`config.mk`:
```
export PLATFORM = sky130hd
export DESIGN_NAME = rc_pkt_handler
export DESIGN_NICKNAME = d
export VERILOG_FILES = /design/src/rtl/rc_pkt_handler.sv
export SDC_FILE = /design/constraint.sdc
export NUM_CORES = 1
export LEC_CHECK = 0
export BUFFER_PORTS_ARGS = -buffer_cell sky130_fd_sc_hd__buf_4
export CELL_PAD_IN_SITES_DETAIL_PLACEMENT = 0
export CELL_PAD_IN_SITES_GLOBAL_PLACEMENT = 1
export CORE_UTILIZATION = 43
export CTS_CLUSTER_DIAMETER = 40
export CTS_CLUSTER_SIZE = 12
export DETAILED_ROUTE_END_ITERATION = 10
export PLACE_DENSITY_LB_ADDON = 0.1
export SKIP_LAST_GASP = 1
export SYNTH_ARGS = -nofsm -noshare
export SYNTH_HDL_FRONTEND = slang
export SYNTH_SLANG_ARGS = --single-unit
```
`constraint.sdc`:
```
create_clock -name clk -period 5.09 [get_ports clk]
set_clock_uncertainty 0.1 [all_clocks]
set_input_delay 0.2545 -clock clk [delete_from_list [all_inputs] [get_ports clk]]
set_output_delay 0.2545 -clock clk [all_outputs]
set_load 0.01 [all_outputs]
```
`src/rtl/rc_pkt_handler.sv`:
```
// rc_pkt_handler: receive-side protocol controller, last stage of the rc chain.
// Arms rc_dpdm, waits for sync and for rc_crc's packet, classifies the packet,
// acknowledges it, retries failed receptions and reports one result per request.
// Optional statistics counters are built when RC_STATS_EN is defined.
module rc_pkt_handler #(
    parameter int SYNC_TIMEOUT = 255,
    parameter int RX_TIMEOUT   = 255,
    parameter int MAX_RETRY    = 3
) (
    input  logic        clk,
    input  logic        rst,
    input  logic        expect_data,
    input  logic        expect_hshake,
    output logic        busy,
    output logic        receive_data,
    output logic        receive_hshake,
    output logic        abort,
    input  logic        got_sync,
    input  logic        EOP_error,
    input  logic        rc_PIDerror,
    input  logic        rc_CRCerror,
    input  logic        pkt_status,
    input  logic [7:0]  rc_hshake,
    input  logic [63:0] rc_data,
    output logic        pkt_rec,
    output logic        done,
    output logic [2:0]  result,
    output logic [63:0] data_out,
    output logic [7:0]  hshake_out,
    output logic [1:0]  retry_cnt
`ifdef RC_STATS_EN
    ,
    output logic [15:0] stat_good,
    output logic [15:0] stat_bad
`endif
);

    typedef enum logic [2:0] {
        S_IDLE, S_ARM, S_RECV, S_CHECK, S_RETRY, S_REPORT
    } state_t;

    localparam logic [2:0] RES_ACK     = 3'b001;
    localparam logic [2:0] RES_NAK     = 3'b010;
    localparam logic [2:0] RES_STALL   = 3'b011;
    localparam logic [2:0] RES_DATA_OK = 3'b100;
    localparam logic [2:0] RES_TIMEOUT = 3'b101;
    localparam logic [2:0] RES_ERROR   = 3'b110;

    localparam logic [7:0] PID_ACK   = 8'b01001011;
    localparam logic [7:0] PID_NAK   = 8'b01011010;
    localparam logic [7:0] PID_STALL = 8'b01111000;

    localparam logic [7:0] SYNC_LIM  = 8'(SYNC_TIMEOUT - 1);
    localparam logic [7:0] RX_LIM    = 8'(RX_TIMEOUT - 1);
    localparam logic [1:0] RETRY_LIM = 2'(MAX_RETRY);

    state_t      state, next_state;
    logic        data_mode;
    logic [7:0]  timer;
    logic        eop_sticky;
    logic        rx_err;
    logic [63:0] rx_data;
    logic [7:0]  rx_hshake;
    logic [2:0]  pend_code;
    logic [2:0]  check_code;
    logic [2:0]  report_code;
    logic        accept;

    assign accept = expect_data | expect_hshake;

    // State register
    always_ff @(posedge clk) begin
        if (rst) state <= S_IDLE;
        else     state <= next_state;
    end

    // Next-state logic, packet classification and the code to report
    always_comb begin
        next_state  = state;
        report_code = pend_code;
        check_code  = RES_ERROR;
        if (rx_err)         check_code = RES_ERROR;
        else if (data_mode) check_code = RES_DATA_OK;
        else begin
            case (rx_hshake)
                PID_ACK:   check_code = RES_ACK;
                PID_NAK:   check_code = RES_NAK;
                PID_STALL: check_code = RES_STALL;
                default:   check_code = RES_ERROR;
            endcase
        end
        case (state)
            S_IDLE:   if (accept) next_state = S_ARM;
            S_ARM: begin
                if (got_sync)               next_state = S_RECV;
                else if (timer == SYNC_LIM) next_state = S_RETRY;
            end
            S_RECV: begin
                if (pkt_status)           next_state = S_CHECK;
                else if (timer == RX_LIM) next_state = S_RETRY;
            end
            S_CHECK: begin
                report_code = check_code;
                next_state  = (check_code == RES_ERROR) ? S_RETRY : S_REPORT;
            end
            S_RETRY:  next_state = (retry_cnt < RETRY_LIM) ? S_ARM : S_REPORT;
            S_REPORT: next_state = S_IDLE;
            default:  next_state = S_IDLE;
        endcase
    end

    assign busy           = (state != S_IDLE);
    assign receive_data   = data_mode  & ((state == S_ARM) | (state == S_RECV));
    assign receive_hshake = ~data_mode & ((state == S_ARM) | (state == S_RECV));
    assign abort          = (state == S_RETRY);
    assign pkt_rec        = (state == S_CHECK);
    assign done           = (state == S_REPORT);

    // Datapath: mode, timer, retry count, packet capture and reported outputs
    always_ff @(posedge clk) begin
        if (rst) begin
            data_mode  <= 1'b0;
            timer      <= '0;
            eop_sticky <= 1'b0;
            rx_err     <= 1'b0;
            rx_data    <= '0;
            rx_hshake  <= '0;
            pend_code  <= '0;
            retry_cnt  <= '0;
            result     <= '0;
            data_out   <= '0;
            hshake_out <= '0;
        end else begin
            case (state)
                S_IDLE: if (accept) begin
                    data_mode <= expect_data;
                    retry_cnt <= '0;
                    timer     <= '0;
                end
                S_ARM: begin
                    if (got_sync) begin
                        timer      <= '0;
                        eop_sticky <= 1'b0;
                    end else if (timer == SYNC_LIM) begin
                        pend_code <= RES_TIMEOUT;
                    end else begin
                        timer <= timer + 8'd1;
                    end
                end
                S_RECV: begin
                    if (pkt_status) begin
                        rx_data   <= rc_data;
                        rx_hshake <= rc_hshake;
                        rx_err    <= rc_PIDerror | rc_CRCerror | EOP_error | eop_sticky;
                    end else begin
                        eop_sticky <= eop_sticky | EOP_error;
                        if (timer == RX_LIM) pend_code <= RES_TIMEOUT;
                        else                 timer     <= timer + 8'd1;
                    end
                end
                S_CHECK: if (check_code == RES_ERROR) pend_code <= RES_ERROR;
                S_RETRY: begin
                    timer <= '0;
                    if (retry_cnt < RETRY_LIM) retry_cnt <= retry_cnt + 2'd1;
                end
                default: ;
            endcase
            // Reported values are loaded on entry to REPORT so they are valid with done
            if (next_state == S_REPORT) begin
                result     <= report_code;
                data_out   <= rx_data;
                hshake_out <= rx_hshake;
            end
        end
    end

`ifdef RC_STATS_EN
    // Saturating good/bad reception counters
    always_ff @(posedge clk) begin
        if (rst) begin
            stat_good <= '0;
            stat_bad  <= '0;
        end else begin
            if (next_state == S_RETRY && stat_bad != '1) stat_bad <= stat_bad + 16'd1;
            if (state == S_REPORT && stat_good != '1 &&
                result inside {RES_ACK, RES_NAK, RES_STALL, RES_DATA_OK})
                stat_good <= stat_good + 16'd1;
        end
    end
`endif

endmodule
```
; Yosys cells after proc, flatten, opt, wreduce, memory -nomap -nowiden
; Cells that the tools add are included.
[op_classes]
eq_ne = 17
reduce_logical = 12
muxes = 27
magnitude_cmp = 1
addsub = 2
n_bitwise = 9
[op_table]
columns = op, count
row1 = two-way mux 3 bit, 12
row2 = two-way mux 8 bit, 4
row3 = case mux 8 bit (4 select lines), 1
row4 = equality test 8 x 7 -> 1 bit (second input constant), 3
row5 = case mux 3 bit (3 select lines), 2
row6 = case mux 3 bit (5 select lines), 1
row7 = equality test 3 bit (second input constant), 4
row8 = AND reduction 3 bit, 3
row9 = adder 8 x 1 -> 8 bit (second input constant), 1
row10 = equality test 8 bit (second input constant), 1
row11 = != test 2 bit (second input constant), 4
row12 = equality test 3 x 2 -> 1 bit (second input constant), 2
row13 = OR 1 bit, 6
row14 = nonzero test 3 bit, 2
row15 = two-way mux 2 bit, 2
row16 = != test 2 x 1 -> 1 bit (second input constant), 2
row17 = case mux 2 bit (2 select lines), 1
row18 = AND reduction 2 bit, 2
row19 = AND reduction 4 bit, 1
row20 = nonzero test 2 bit, 2
row21 = nonzero test 4 bit, 1
row22 = equality test 3 x 1 -> 1 bit (second input constant), 1
row23 = zero test 3 bit, 1
row24 = two-way mux 1 bit, 3
row25 = 5 further kinds, 6
[word_totals]
ff_bits = 166
out_inout_bits = 83

; Longest topological paths before layout
[logic_depth]
word_depth = 8
mapped_depth = 9

; Worst setup path after synthesis
; OpenSTA, ideal clock, no wires.
[synth_path]
path_type = reg-to-reg
from = register state[2]
to = register result[1]
path_stages_with_launch = 8
arrival_time_ns = 1.797
setup_slack_ns = 3.069
required_time_ns = 4.867
n_path_buf = 2
synth_period_minus_slack_ns = 2.021
cell_sequence = dfxtp_1 -> buf_2 -> or3b_2 -> inv_2 -> a221oi_1 -> a21oi_2 -> buf_6 -> mux2_1
[synth_between]
elab_cells_between_ends = 12
classes_between = eq/ne: 5 / mux: 6 / reduce/logical: 1
[synth_rtl]
columns = element, line
row1 = start: declaration, 57  ; state_t state, next_state;
row2 = start signal: assignment, 74  ; else state <= next_state;
row3 = equality test 3 bit, n/a
row4 = net abort, 17  ; output logic abort,
row5 = case mux 3 bit (5 select lines), 92  ; case (state)
row6 = equality test 3 bit, 169  ; if (next_state == S_REPORT) begin
row7 = end signal: assignment, 170  ; result <= report_code;
row8 = end: declaration, 27  ; output logic [2:0] result,
; The timed path passes the listed nets, and every way through them passes these cells.
; A chain may end at the register's enable or synchronous reset.

; Worst setup path in the final report
[layout_path]
from = register state[1]
to = register result[2]
[layout_between]
elab_chain_cells = 4
elab_cells_between_ends = 12
classes_between = eq/ne: 5 / mux: 6 / reduce/logical: 1
[layout_lines]
columns = element, line
row1 = two-way mux 3 bit, "96, 100"
row2 = two-way mux 3 bit (on tied branches), "99, 95"
row3 = case mux 3 bit (5 select lines), 92
row4 = equality test 3 bit, 169
; Several ways; a longest one is shown, not always the timed one.

==> run summary <==
status: completed
slew of the pin with the lowest slew margin: 1.18 ns
Worst Path Arrival: 3.41 ns
Synth cell types: 48
XOR/XNOR Fraction of Synth Area: 0.125%
initial core utilization: 44.1%
drt drc: 0
adder-cell share of the synthesized area: 0.536%
Worst slew margin: 21.4%
layout cells sized above 1: 20.8%
final WL: 16800 um
CTS buffer count: 17
Mean Syn Cell Area: 8.79 sq um
Post-synth ARST share: 0%
Maximum Capacitance Violations: 0
CP Class: flop to flop
CORE AREA: 15900 sq um
worst min path class: input pin to flop
first-pass GRT wire length: 26800 um
DRT Pass-1 Iters: 5
Post-DRT Antenna Nets: 0
Placer Congestion: 0.808
GRT Overall Usage: 20.3%
Synth area leader: dfxtp_1
simple-gate area share of the yosys netlist: 26.5%
final setup violating endpoints: 0
commonest register cell after synthesis: dfxtp_1
initial antenna violation count: 0
RR Endpoint: result[2]
CTS tree: done
vias: 5931
H-tree Lvls: 4
Rows: 46
Mapped Cells: 796
largest family of logic cells by synthesized area: simple AND/OR/NAND/NOR gates
I/O Pins: 164
CP Data Required Time: 5.28 ns
Die Height: 130 um
vias in the first global route: 5642
top cell type's share of synthesized area: 47.5%
final cell count without fillers: 1229
clk slew on worst S/H paths: 0.06 ns
pin count of the biggest net entering global routing: 171
Post-synth EDFFs: 0
RSZ-0062 raised after global routing: false
WHS Endpoint: data_mode
post-CTS setup buffer count: 0
R2R cell count: 6
fin nets: 1084
clk_lat worst skew: 0.42 ns
top cells by area, synth: dfxtp_1 (47%), nand2b_1 (13%), mux2i_1 (10%), nand2_1 (8.3%), a21oi_1 (6.2%)
worst r2r src: state[1]
final setup TNS: 0 ns
P&R area growth vs syn: 36.8%
flop2flop setup slack: 1.87 ns
CTS root buf: clkbuf_16
Final Hold Slack: 0.0227 ns
port bufs: 163
sequential share of the synthesized area: 47.5%
first-iteration detailed-routing DRC count: 286
min Tclk post-route: 3.22 ns
Worst VDD drop: 0.240 mV
power density over the cells: 298 nW/um^2
Lkg Pwr: 3.55 nW
hold_sp: expect_data
post-synthesis mux area share: 10.8%
clock sink count: 166
fin. max-slew vios: 0
routed wire length per instance: 13.7 um
startpoint types: flop
Yosys reg bits: 166
endpoints failing hold: 0
final worst-path cycle share: 63.2%
Die ar.: 16800 sq um
Vias/cell: 4.83
Setup crit end kind: flop
fmax: 311 MHz
leading cell type in the layout, fill and taps excluded: buf_4
ANT cells: 0
hpwl dp: 10400 um
Max Root-Sink Buffers: 2
post-synthesis compound-gate area fraction: 9.96%
most frequent cells in the layout: buf_4 (167), dfxtp_1 (166), nand2_1 (155)
Crit Path Max Fanout: 43
Synth Net Count: 880
placed cell count: 1125
Netlist Area Pre-Place: 7000 sq um
GRT overflow: 0
hold path depth: 3
die width: 130 um
synth warn: 0
timing repair:
action                                  4_1_cts  5_1_grt
endpoints found under the hold margin        72        0
endpoints found under the setup margin        0        0
hold buffers                                 72        0
gates resized for setup                       0        0
metrics by stage:
stage	power (mW)	setup WS, ns	cell area (sq um)	utilization (%)
after floorplan	1.48	3.07	7000	-
after global placement	1.55	2.04	8260	52.0
after detailed placement	1.56	1.90	8260	52.0
after global routing	2.96	1.66	9570	60.3
after CTS	2.88	1.89	9570	60.3
final	2.85	1.87	9570	60.3
layout make-up:
type	instances	area (sq um)
clock buffer	18	429
clock inverter	14	158
fill	1425	6310
inverter	10	37.5
multi-input combinational	565	3370
sequential	166	3320
tap	216	270
timing repair buffer	240	1990
where the power goes:
group	switching (mW)	leakage [nW]	internal (mW)	total [mW]
sequential	0.0170	1.34	1.32	1.33
combinational	0.105	1.92	0.135	0.240
clock	0.510	0.289	0.767	1.28
worst max-delay path by stage:
stage                     slack (ns)  depth (start not counted)         to     start
after detailed placement        1.90                          6  result[2]  state[0]
after CTS                       1.89                          6  result[2]  state[0]
after global placement          2.04                          6  result[1]  state[0]
final                           1.87                          6  result[2]  state[1]
after floorplan                 3.07                          7  result[1]  state[2]
after global routing            1.66                          6  result[1]  state[1]
cell families after synthesis:
family | Yosys count
and+or+nand+nor | 363
DFF | 166
AOI/OAI and AO/OA | 123
muxes | 75
buffers and inverters | 65
adders and majority gates | 3
xor gates and xnor gates | 1
flip-flops by register name (all words and copies together) (netlist names):
signal / flops
data_out: 64
rx_data: 64
hshake_out: 8
rx_hshake: 8
timer: 8
pend_code: 3
result: 3
state: 3
retry_cnt: 2
data_mode: 1
eop_sticky: 1
rx_err: 1
synthesized netlist by cell type (2+ instances only):
library cell and n:
dfxtp_1 166, mux2_1 2, a21oi_2 2, or2_2 2, a21oi_1 87, nor4_1 2, buf_4 3, a31oi_1 3
ha_1 3, inv_1 8, o21ai_0 5, nor2b_1 6, a211oi_1 6, buf_8 5, nand3_1 3, o21ai_1 2
nand2b_1 151, nor2_1 21, buf_2 2, or2_1 3, or3b_1 3, and2_1 2, a221oi_1 2, nor3_1 7
nand2_1 155, inv_2 2, a22oi_1 3, clkbuf_1 44, nand4_1 2, a21o_1 4, mux2i_1 73
metal layers:
metal | track usage [%] | routed length (um)
met5 | 0 | 0
met3 | 4.13 | 649
met2 | 33.6 | 8230
met1 | 25.5 | 7710
met4 | 8.89 | 263
worst max-delay path, cell delays in order, from the launching register on:
cell      delay [ns]
dfxtp_1         0.59
or3b_1          0.46
a21oi_2         0.49
a221oi_1        0.24
a21oi_4         0.17
buf_4           0.63
mux2_1          0.39
(Power assumes the default switching activity.)
